==> config.mk <==
export PLATFORM = sky130hd
export DESIGN_NAME = mem_lsu
export DESIGN_NICKNAME = d
export VERILOG_FILES = /design/src/rtl/mem_lsu.sv
export SDC_FILE = /design/constraint.sdc
export NUM_CORES = 1
export LEC_CHECK = 0
export CAP_MARGIN = 10
export CORE_AREA = 5 5 146 148
export DETAILED_ROUTE_END_ITERATION = 7
export DIE_AREA = 0 0 151 153
export PLACE_DENSITY = 0.73
export SYNTH_ARGS = -nofsm -noshare
export SYNTH_HDL_FRONTEND = slang
export SYNTH_SLANG_ARGS = --single-unit
==> constraint.sdc <==
create_clock -name clk -period 3.1 [get_ports clk]
set_input_delay 0.62 -clock clk [delete_from_list [all_inputs] [get_ports clk]]
set_output_delay 0.62 -clock clk [all_outputs]
set_load 0.01 [all_outputs]
==> src/rtl/mem_lsu.sv <==
// MEM-stage load/store unit: big-endian byte/half/word accesses over a single-outstanding
// req/ack bus, with pipeline stall while the access is in flight and an ack timeout.
module mem_lsu #(
    parameter int ACK_WAIT_MAX = 255
) (
    input  logic        clk,
    input  logic        rst,
    input  logic [4:0]  wd_i,
    input  logic        wreg_i,
    input  logic [31:0] wdata_i,
    input  logic        whilo_i,
    input  logic [31:0] hi_i,
    input  logic [31:0] lo_i,
    input  logic [7:0]  aluop_i,
    input  logic [31:0] mem_addr_i,
    input  logic [31:0] reg2_i,
    output logic [4:0]  wd_o,
    output logic        wreg_o,
    output logic [31:0] wdata_o,
    output logic        whilo_o,
    output logic [31:0] hi_o,
    output logic [31:0] lo_o,
    output logic        bus_req_o,
    output logic        bus_we_o,
    output logic [31:0] bus_addr_o,
    output logic [3:0]  bus_sel_o,
    output logic [31:0] bus_data_o,
    input  logic [31:0] bus_data_i,
    input  logic        bus_ack_i,
    output logic        stallreq_o,
    output logic        addr_err_o,
    output logic        bus_err_o
);

    localparam logic [7:0] EXE_LB_OP  = 8'b1110_0000;
    localparam logic [7:0] EXE_LBU_OP = 8'b1110_0100;
    localparam logic [7:0] EXE_LH_OP  = 8'b1110_0001;
    localparam logic [7:0] EXE_LHU_OP = 8'b1110_0101;
    localparam logic [7:0] EXE_LW_OP  = 8'b1110_0011;
    localparam logic [7:0] EXE_SB_OP  = 8'b1110_1000;
    localparam logic [7:0] EXE_SH_OP  = 8'b1110_1001;
    localparam logic [7:0] EXE_SW_OP  = 8'b1110_1011;

    localparam logic [4:0] NOP_REG_ADDR = 5'b00000;
    // The counter value on the last BUSY cycle before giving up: BUSY lasts ACK_WAIT_MAX cycles.
    localparam logic [7:0] WAIT_LIMIT   = 8'(ACK_WAIT_MAX - 1);

    localparam logic [1:0] SZ_BYTE = 2'd0;
    localparam logic [1:0] SZ_HALF = 2'd1;
    localparam logic [1:0] SZ_WORD = 2'd2;

    typedef enum logic [1:0] {
        IDLE = 2'd0,
        BUSY = 2'd1,
        DONE = 2'd2
    } state_t;

    state_t      state;
    state_t      state_nxt;
    logic [7:0]  wait_cnt;
    logic [31:0] rdata_p1;

    logic        is_load;
    logic        is_store;
    logic        is_mem;
    logic [1:0]  size;
    logic        misaligned;
    logic        start;
    logic        ack_timeout;

    function automatic logic [3:0] lane_sel(input logic [1:0] sz, input logic [1:0] off);
        logic [3:0] sel;
        case (sz)
            SZ_BYTE: sel = 4'b1000 >> off;
            SZ_HALF: sel = off[1] ? 4'b0011 : 4'b1100;
            default: sel = 4'b1111;
        endcase
        return sel;
    endfunction

    function automatic logic [31:0] store_data(input logic [1:0] sz, input logic [31:0] src);
        logic [31:0] d;
        case (sz)
            SZ_BYTE: d = {4{src[7:0]}};
            SZ_HALF: d = {2{src[15:0]}};
            default: d = src;
        endcase
        return d;
    endfunction

    function automatic logic [31:0] load_extract(input logic [7:0] op, input logic [1:0] off,
                                                 input logic [31:0] word);
        logic [7:0]  b;
        logic [15:0] h;
        logic [31:0] r;
        case (off)
            2'd0:    b = word[31:24];
            2'd1:    b = word[23:16];
            2'd2:    b = word[15:8];
            default: b = word[7:0];
        endcase
        h = off[1] ? word[15:0] : word[31:16];
        case (op)
            EXE_LB_OP:  r = {{24{b[7]}}, b};
            EXE_LBU_OP: r = {24'h000000, b};
            EXE_LH_OP:  r = {{16{h[15]}}, h};
            EXE_LHU_OP: r = {16'h0000, h};
            default:    r = word;
        endcase
        return r;
    endfunction

    always_comb begin
        is_load  = 1'b0;
        is_store = 1'b0;
        size     = SZ_WORD;
        case (aluop_i)
            EXE_LB_OP, EXE_LBU_OP: begin is_load  = 1'b1; size = SZ_BYTE; end
            EXE_LH_OP, EXE_LHU_OP: begin is_load  = 1'b1; size = SZ_HALF; end
            EXE_LW_OP:             begin is_load  = 1'b1; size = SZ_WORD; end
            EXE_SB_OP:             begin is_store = 1'b1; size = SZ_BYTE; end
            EXE_SH_OP:             begin is_store = 1'b1; size = SZ_HALF; end
            EXE_SW_OP:             begin is_store = 1'b1; size = SZ_WORD; end
            default:               ;
        endcase
    end

    assign is_mem      = is_load | is_store;
    assign misaligned  = is_mem && (((size == SZ_HALF) && mem_addr_i[0]) ||
                                    ((size == SZ_WORD) && (mem_addr_i[1:0] != 2'b00)));
    assign start       = is_mem && !misaligned && (state == IDLE);
    assign ack_timeout = (wait_cnt == WAIT_LIMIT);

    always_ff @(posedge clk or negedge rst) begin
        if (!rst) begin
            state <= IDLE;
        end else begin
            state <= state_nxt;
        end
    end

    // Stage boundary: bus request registers and load-data latch
    always_ff @(posedge clk or negedge rst) begin
        if (!rst) begin
            bus_req_o  <= 1'b0;
            bus_we_o   <= 1'b0;
            bus_addr_o <= 32'h0;
            bus_sel_o  <= 4'h0;
            bus_data_o <= 32'h0;
            bus_err_o  <= 1'b0;
            rdata_p1   <= 32'h0;
            wait_cnt   <= 8'h0;
        end else begin
            bus_err_o <= 1'b0;
            case (state)
                IDLE: begin
                    if (start) begin
                        bus_req_o  <= 1'b1;
                        bus_we_o   <= is_store;
                        bus_addr_o <= {mem_addr_i[31:2], 2'b00};
                        bus_sel_o  <= lane_sel(size, mem_addr_i[1:0]);
                        bus_data_o <= store_data(size, reg2_i);
                        wait_cnt   <= 8'h0;
                    end
                end
                BUSY: begin
                    if (bus_ack_i) begin
                        bus_req_o <= 1'b0;
                        rdata_p1  <= bus_data_i;
                    end else if (ack_timeout) begin
                        bus_req_o <= 1'b0;
                        bus_err_o <= 1'b1;
                    end else begin
                        wait_cnt <= wait_cnt + 8'd1;
                    end
                end
                default: ;
            endcase
        end
    end

    always_comb begin
        state_nxt  = state;
        wd_o       = wd_i;
        wreg_o     = wreg_i;
        wdata_o    = wdata_i;
        whilo_o    = whilo_i;
        hi_o       = hi_i;
        lo_o       = lo_i;
        stallreq_o = 1'b0;
        addr_err_o = 1'b0;

        case (state)
            IDLE:    if (start) state_nxt = BUSY;
            BUSY:    if (bus_ack_i || ack_timeout) state_nxt = DONE;
            default: state_nxt = IDLE;
        endcase

        if (!rst) begin
            wd_o    = NOP_REG_ADDR;
            wreg_o  = 1'b0;
            wdata_o = 32'h0;
            whilo_o = 1'b0;
            hi_o    = 32'h0;
            lo_o    = 32'h0;
        end else if (misaligned) begin
            addr_err_o = 1'b1;
            wreg_o     = 1'b0;
        end else if (is_mem) begin
            if (state == DONE) begin
                // bus_err_o is high exactly in the DONE cycle of an abandoned access
                wreg_o = wreg_i && !bus_err_o;
                if (is_load) wdata_o = load_extract(aluop_i, mem_addr_i[1:0], rdata_p1);
            end else begin
                stallreq_o = 1'b1;
                wreg_o     = 1'b0;
            end
        end
    end

endmodule

==> flow_results.xml <==
<?xml version="1.0" encoding="UTF-8"?>
<metrics>
  <group name="run_status">
    <metric name="status" unit="">finished clean</metric>
  </group>
  <group name="cts">
    <metric name="cts.hold.buffers_added" unit="">0</metric>
    <metric name="htree_levels" unit="">3</metric>
    <metric name="cts_num_sinks" unit="">111</metric>
    <metric name="clk_root_buffer_cell" unit="">sky130_fd_sc_hd__clkbuf_16</metric>
    <metric name="cts_inserted_buffers" unit="">9</metric>
    <metric name="cts.path.max_buffers" unit="">2</metric>
    <metric name="cts_tree" unit="">done</metric>
    <metric name="clock_latency" unit="ns">0.35</metric>
    <metric name="cts.reportedPaths.clkPinSlew" unit="ns">0.07</metric>
  </group>
  <group name="pwr">
    <metric name="internal_power" unit="mW">3.49</metric>
    <metric name="p_seq_share" unit="%">40.0</metric>
    <metric name="share_comb_of_total_power" unit="%">34.9</metric>
    <metric name="switching_power" unit="mW">1.42</metric>
    <metric name="power_frac_clock" unit="%">25.1</metric>
    <metric name="finalPower" unit="mW">4.90</metric>
    <metric name="netSwitchingFraction" unit="%">28.9</metric>
    <metric name="worst_ir_drop_vdd" unit="µV">272</metric>
    <metric name="p_per_area" unit="nW/µm²">418</metric>
    <metric name="leakagePower" unit="nW">5.02</metric>
  </group>
  <group name="route">
    <metric name="detail_route.vias_per_cell" unit="">5.05</metric>
    <metric name="final_antenna_net_count" unit="">0</metric>
    <metric name="routed_wirelength" unit="µm">26400</metric>
    <metric name="routed_wire_length_per_instance" unit="µm">20.3</metric>
    <metric name="drc_errors" unit="">0</metric>
    <metric name="drt_first_iter_violations" unit="">343</metric>
    <metric name="detailed_route_via_count" unit="">6551</metric>
    <metric name="detailedRoute.firstPassIterationCount" unit="">7</metric>
  </group>
  <group name="synth">
    <metric name="async_reset_ff_share" unit="%">100</metric>
    <metric name="post_synth.cell_area_avg" unit="µm²">11.3</metric>
    <metric name="number_of_different_library_cells_in_the_post_synthesis_netlist" unit="">63</metric>
    <metric name="total_number_of_yosys_warnings" unit="">0</metric>
    <metric name="synth.cell_area" unit="µm²">6760</metric>
    <metric name="synthDominantCellAreaShare" unit="%">41.1</metric>
    <metric name="yosys_most_used_dff" unit="">sky130_fd_sc_hd__dfrtp_1</metric>
    <metric name="post_synth_inst_count" unit="">597</metric>
    <metric name="synth.top_cells.by_area" unit="">sky130_fd_sc_hd__dfrtp_1 41%, sky130_fd_sc_hd__mux2_2 14%, sky130_fd_sc_hd__and2_1 6.8%</metric>
    <metric name="synth_enable_flop_cells" unit="">0</metric>
    <metric name="synth-seq-area-share" unit="%">41.1</metric>
    <metric name="synth_largest_area_cell" unit="">sky130_fd_sc_hd__dfrtp_1</metric>
    <metric name="synth-seq-cells" unit="">111</metric>
  </group>
  <group name="timing">
    <metric name="report.final.hold_viol_count" unit="">0</metric>
    <metric name="fmaxAchievable" unit="MHz">329</metric>
    <metric name="fin_worst_skew" unit="ns">0.00927</metric>
    <metric name="final-setup-viol-count" unit="">0</metric>
    <metric name="timing.final.crit_share" unit="%">98.1</metric>
    <metric name="maxSlewHeadroom" unit="%">35.5</metric>
    <metric name="max_slew.worst_pin.slew" unit="ns">0.967</metric>
    <metric name="timing.final.crit_period" unit="ns">3.04</metric>
    <metric name="hold_slack" unit="ns">0.324</metric>
    <metric name="drv_slew" unit="">0</metric>
  </group>
  <group name="die">
    <metric name="core_area" unit="µm²">19900</metric>
    <metric name="floorplan.die_area" unit="µm²">23100</metric>
    <metric name="starting_utilization_of_the_core_area" unit="%">33.9</metric>
    <metric name="die_h" unit="µm">153</metric>
    <metric name="placementRows" unit="">52</metric>
    <metric name="die_width" unit="µm">151</metric>
    <metric name="floorplan.io_pins" unit="">386</metric>
  </group>
  <group name="global_route">
    <metric name="grt_pass1_vias" unit="">6834</metric>
    <metric name="globalRouteOverflowTotal" unit="">0</metric>
    <metric name="antenna_found_initial" unit="">1</metric>
    <metric name="groute.usage.overall" unit="%">22.0</metric>
    <metric name="grt_pass1_wl" unit="µm">39700</metric>
    <metric name="grt_start_max_net_pins" unit="">83</metric>
  </group>
  <group name="placed_design">
    <metric name="dpl-instance-area" unit="µm²">11300</metric>
    <metric name="place_hpwl" unit="µm">20600</metric>
    <metric name="placement.io_buffers" unit="">383</metric>
    <metric name="gp_congestion" unit="">0.843</metric>
  </group>
  <group name="critical_path">
    <metric name="timing.rr.end" unit="">wait_cnt[3]$_DFFE_PN0P_</metric>
    <metric name="timing.critical_path.to_type" unit="">output pin</metric>
    <metric name="crit-reg2reg-launch" unit="">wait_cnt[0]$_DFFE_PN0P_</metric>
    <metric name="setup.worst_path.start_class" unit="">input port</metric>
    <metric name="r2r.worst_path.cells" unit="">6</metric>
    <metric name="critPathArrivalTime" unit="ns">2.42</metric>
    <metric name="crit_path_cell_trace" unit="">dlygate4sd2_1 &gt; nand4b_1 &gt; buf_6 &gt; buf_6 &gt; buf_6 &gt; o31a_1 &gt; a41o_1 &gt; o221a_2 &gt; buf_6</metric>
    <metric name="critical_path.n_buffers_inverters" unit="">5</metric>
    <metric name="crit_type" unit="">input port to output pin</metric>
    <metric name="cp_slowest_cell" unit="">sky130_fd_sc_hd__o31a_1</metric>
    <metric name="critPathMostFrequentCell" unit="">sky130_fd_sc_hd__buf_6</metric>
    <metric name="crit_path_max_incr_delay" unit="ns">0.28</metric>
    <metric name="cp_top_family" unit="">buffers and inverters</metric>
    <metric name="critical_path_peak_fanout" unit="">5</metric>
    <metric name="cp_data_required_time" unit="ns">2.48</metric>
    <metric name="reg2reg_setup_slack" unit="ns">1.22</metric>
  </group>
  <group name="run">
    <metric name="cap_violations" unit="">0</metric>
  </group>
  <group name="min_path">
    <metric name="timing.hold.worst.class" unit="">input port to asynchronous set/reset pin</metric>
  </group>
  <group name="final_layout">
    <metric name="multi_input_comb_area" unit="µm²">3700</metric>
    <metric name="fillerInstances" unit="">1725</metric>
    <metric name="design_area" unit="µm²">11700</metric>
    <metric name="layout-drive-gt1-share" unit="%">27.2</metric>
    <metric name="num-nets-final" unit="">1234</metric>
    <metric name="seqCellArea" unit="µm²">2780</metric>
    <metric name="areaGrowthSynthToFinish" unit="%">73.8</metric>
    <metric name="diodes" unit="">0</metric>
  </group>
</metrics>
## power groups by stage
stage | Sequential, mW | Clock (mW) | Combinational, mW
2_1_floorplan | 2.00 | 0 | 0.619
3_3_place_gp | 1.97 | 0 | 1.68
3_5_place_dp | 1.98 | 0 | 1.70
4_1_cts | 1.96 | 1.29 | 1.72
5_1_grt | 2.00 | 1.33 | 1.82
6_report | 1.96 | 1.23 | 1.71
## worst register-to-register path: cells and delay by family (launching register included)
kind	cells	cell delay (ns)
AO/OA/AOI/OAI	3	0.92
flip-flops	1	0.44
AND/OR/NAND/NOR	1	0.18
adder cells (fa/ha/maj)	1	0.17
buffers and inverters	1	0.10
## cells in the mapped netlist (all sizes together), types with 3 or more instances
library cell  count
inv              13
nand2            34
o31a              7
and2             73
and3              3
nor2             13
dfrtp           111
mux2i             9
buf              32
o2111ai          17
a21oi            10
o221a             7
clkbuf           23
xnor2             3
o41ai             7
nand2b            3
a41o              7
o211ai            3
a222oi            6
nand4             3
a211oi            9
nor4              3
mux4              8
o21ai            24
o22ai            18
nor3              3
mux2            115
## through the flow
stage | utilization (%) | setup TNS (ns) | std cells | worst slack [ns]
after CTS | 58.9 | 0 | 1297 | 0.0305
after floorplan | - | 0 | 598 | 0.294
after detailed placement | 56.5 | -16.72 | 1265 | -0.558
after global routing | 59.0 | -0.0132 | 1297 | -0.0132
final | 59.0 | 0 | 1297 | 0.0592
after global placement | 56.5 | -15.82 | 1265 | -0.519
## cells by family after synthesis
family,Yosys count,synth area share [%]
other,1,0.0555
AO/OA/AOI/OAI,129,15.0
flip-flops,111,41.1
AND/OR/NAND/NOR,149,12.3
adder cells (fa/ha/maj),2,0.370
XOR/XNOR,5,0.648
buffers and inverters,68,5.69
multiplexers,132,24.8
## area by class of cell
| class | instances | share of cell area, % |
|---|---|---|
| timing repair buffer | 468 | 38.9 |
| multi-input combinational | 419 | 31.5 |
| sequential | 111 | 23.6 |
| tap | 270 | 2.88 |
| clock buffer | 10 | 2.03 |
| clock inverter | 6 | 0.650 |
| inverter | 13 | 0.415 |
## worst max-delay path by stage
| stage | from | endpoint | cells after the start |
|---|---|---|---|
| floorplan | aluop_i[4] | wdata_o[0] | 5 |
| global placement | aluop_i[4] | wdata_o[0] | 8 |
| detailed placement | mem_addr_i[0] | wdata_o[12] | 8 |
| CTS | aluop_i[0] | wdata_o[16] | 9 |
| global route | aluop_i[4] | wdata_o[7] | 9 |
| finish | aluop_i[4] | wdata_o[12] | 9 |
## cells in the final DEF, fill, tap and decap left out, types with 3 or more instances in the layout
| cell type | n |
|---|---|
| sky130_fd_sc_hd__clkbuf_16 | 9 |
| sky130_fd_sc_hd__clkdlybuf4s50_1 | 337 |
| sky130_fd_sc_hd__nor4_1 | 3 |
| sky130_fd_sc_hd__dfrtp_1 | 111 |
| sky130_fd_sc_hd__nor2_1 | 12 |
| sky130_fd_sc_hd__inv_1 | 13 |
| sky130_fd_sc_hd__dlygate4sd2_1 | 12 |
| sky130_fd_sc_hd__mux4_2 | 8 |
| sky130_fd_sc_hd__xnor2_1 | 3 |
| sky130_fd_sc_hd__o31a_1 | 7 |
| sky130_fd_sc_hd__a21oi_1 | 9 |
| sky130_fd_sc_hd__buf_4 | 62 |
| sky130_fd_sc_hd__buf_12 | 10 |
| sky130_fd_sc_hd__buf_2 | 15 |
| sky130_fd_sc_hd__mux2_4 | 30 |
| sky130_fd_sc_hd__nand2_1 | 33 |
| sky130_fd_sc_hd__o2111ai_1 | 17 |
| sky130_fd_sc_hd__buf_6 | 18 |
| sky130_fd_sc_hd__o211ai_1 | 3 |
| sky130_fd_sc_hd__o41ai_2 | 6 |
| sky130_fd_sc_hd__a41o_1 | 7 |
| sky130_fd_sc_hd__nand4_1 | 3 |
| sky130_fd_sc_hd__o221a_2 | 7 |
| sky130_fd_sc_hd__o21ai_0 | 22 |
| sky130_fd_sc_hd__mux2_2 | 84 |
| sky130_fd_sc_hd__clkdlybuf4s15_2 | 4 |
| sky130_fd_sc_hd__mux2i_1 | 9 |
| sky130_fd_sc_hd__nand2b_1 | 3 |
| sky130_fd_sc_hd__a222oi_1 | 6 |
| sky130_fd_sc_hd__o22ai_1 | 18 |
| sky130_fd_sc_hd__and2_1 | 72 |
| sky130_fd_sc_hd__clkdlybuf4s15_1 | 7 |
| sky130_fd_sc_hd__a211oi_2 | 3 |
| sky130_fd_sc_hd__a211oi_1 | 5 |
## registers in the layout, summed over array words and instances, names as in the netlist
name and count:
bus_we_o 1, bus_req_o 1, rdata_p1 32, wait_cnt 8, bus_err_o 1, bus_addr_o 30, bus_sel_o 4, bus_data_o 32
state 2
## metal layers
metal / vias to the layer above / global-route usage (%) / wire (µm)
li1: 3066 / - / -
met1: 3149 / 27.4 / 10700
met2: 300 / 37.0 / 12700
met3: 36 / 6.72 / 2490
met4: 0 / 6.26 / 584
met5: - / 0 / 0
## repair_timing
action,in CTS,in global routing
endpoints found under the hold margin,0,0
setup buffers,15,0
gates resized for setup,149,7
pin swaps,19,7
endpoints found under the setup margin,35,26
cloned,1,0
No activity file was read; power rests on OpenSTA's default activity.
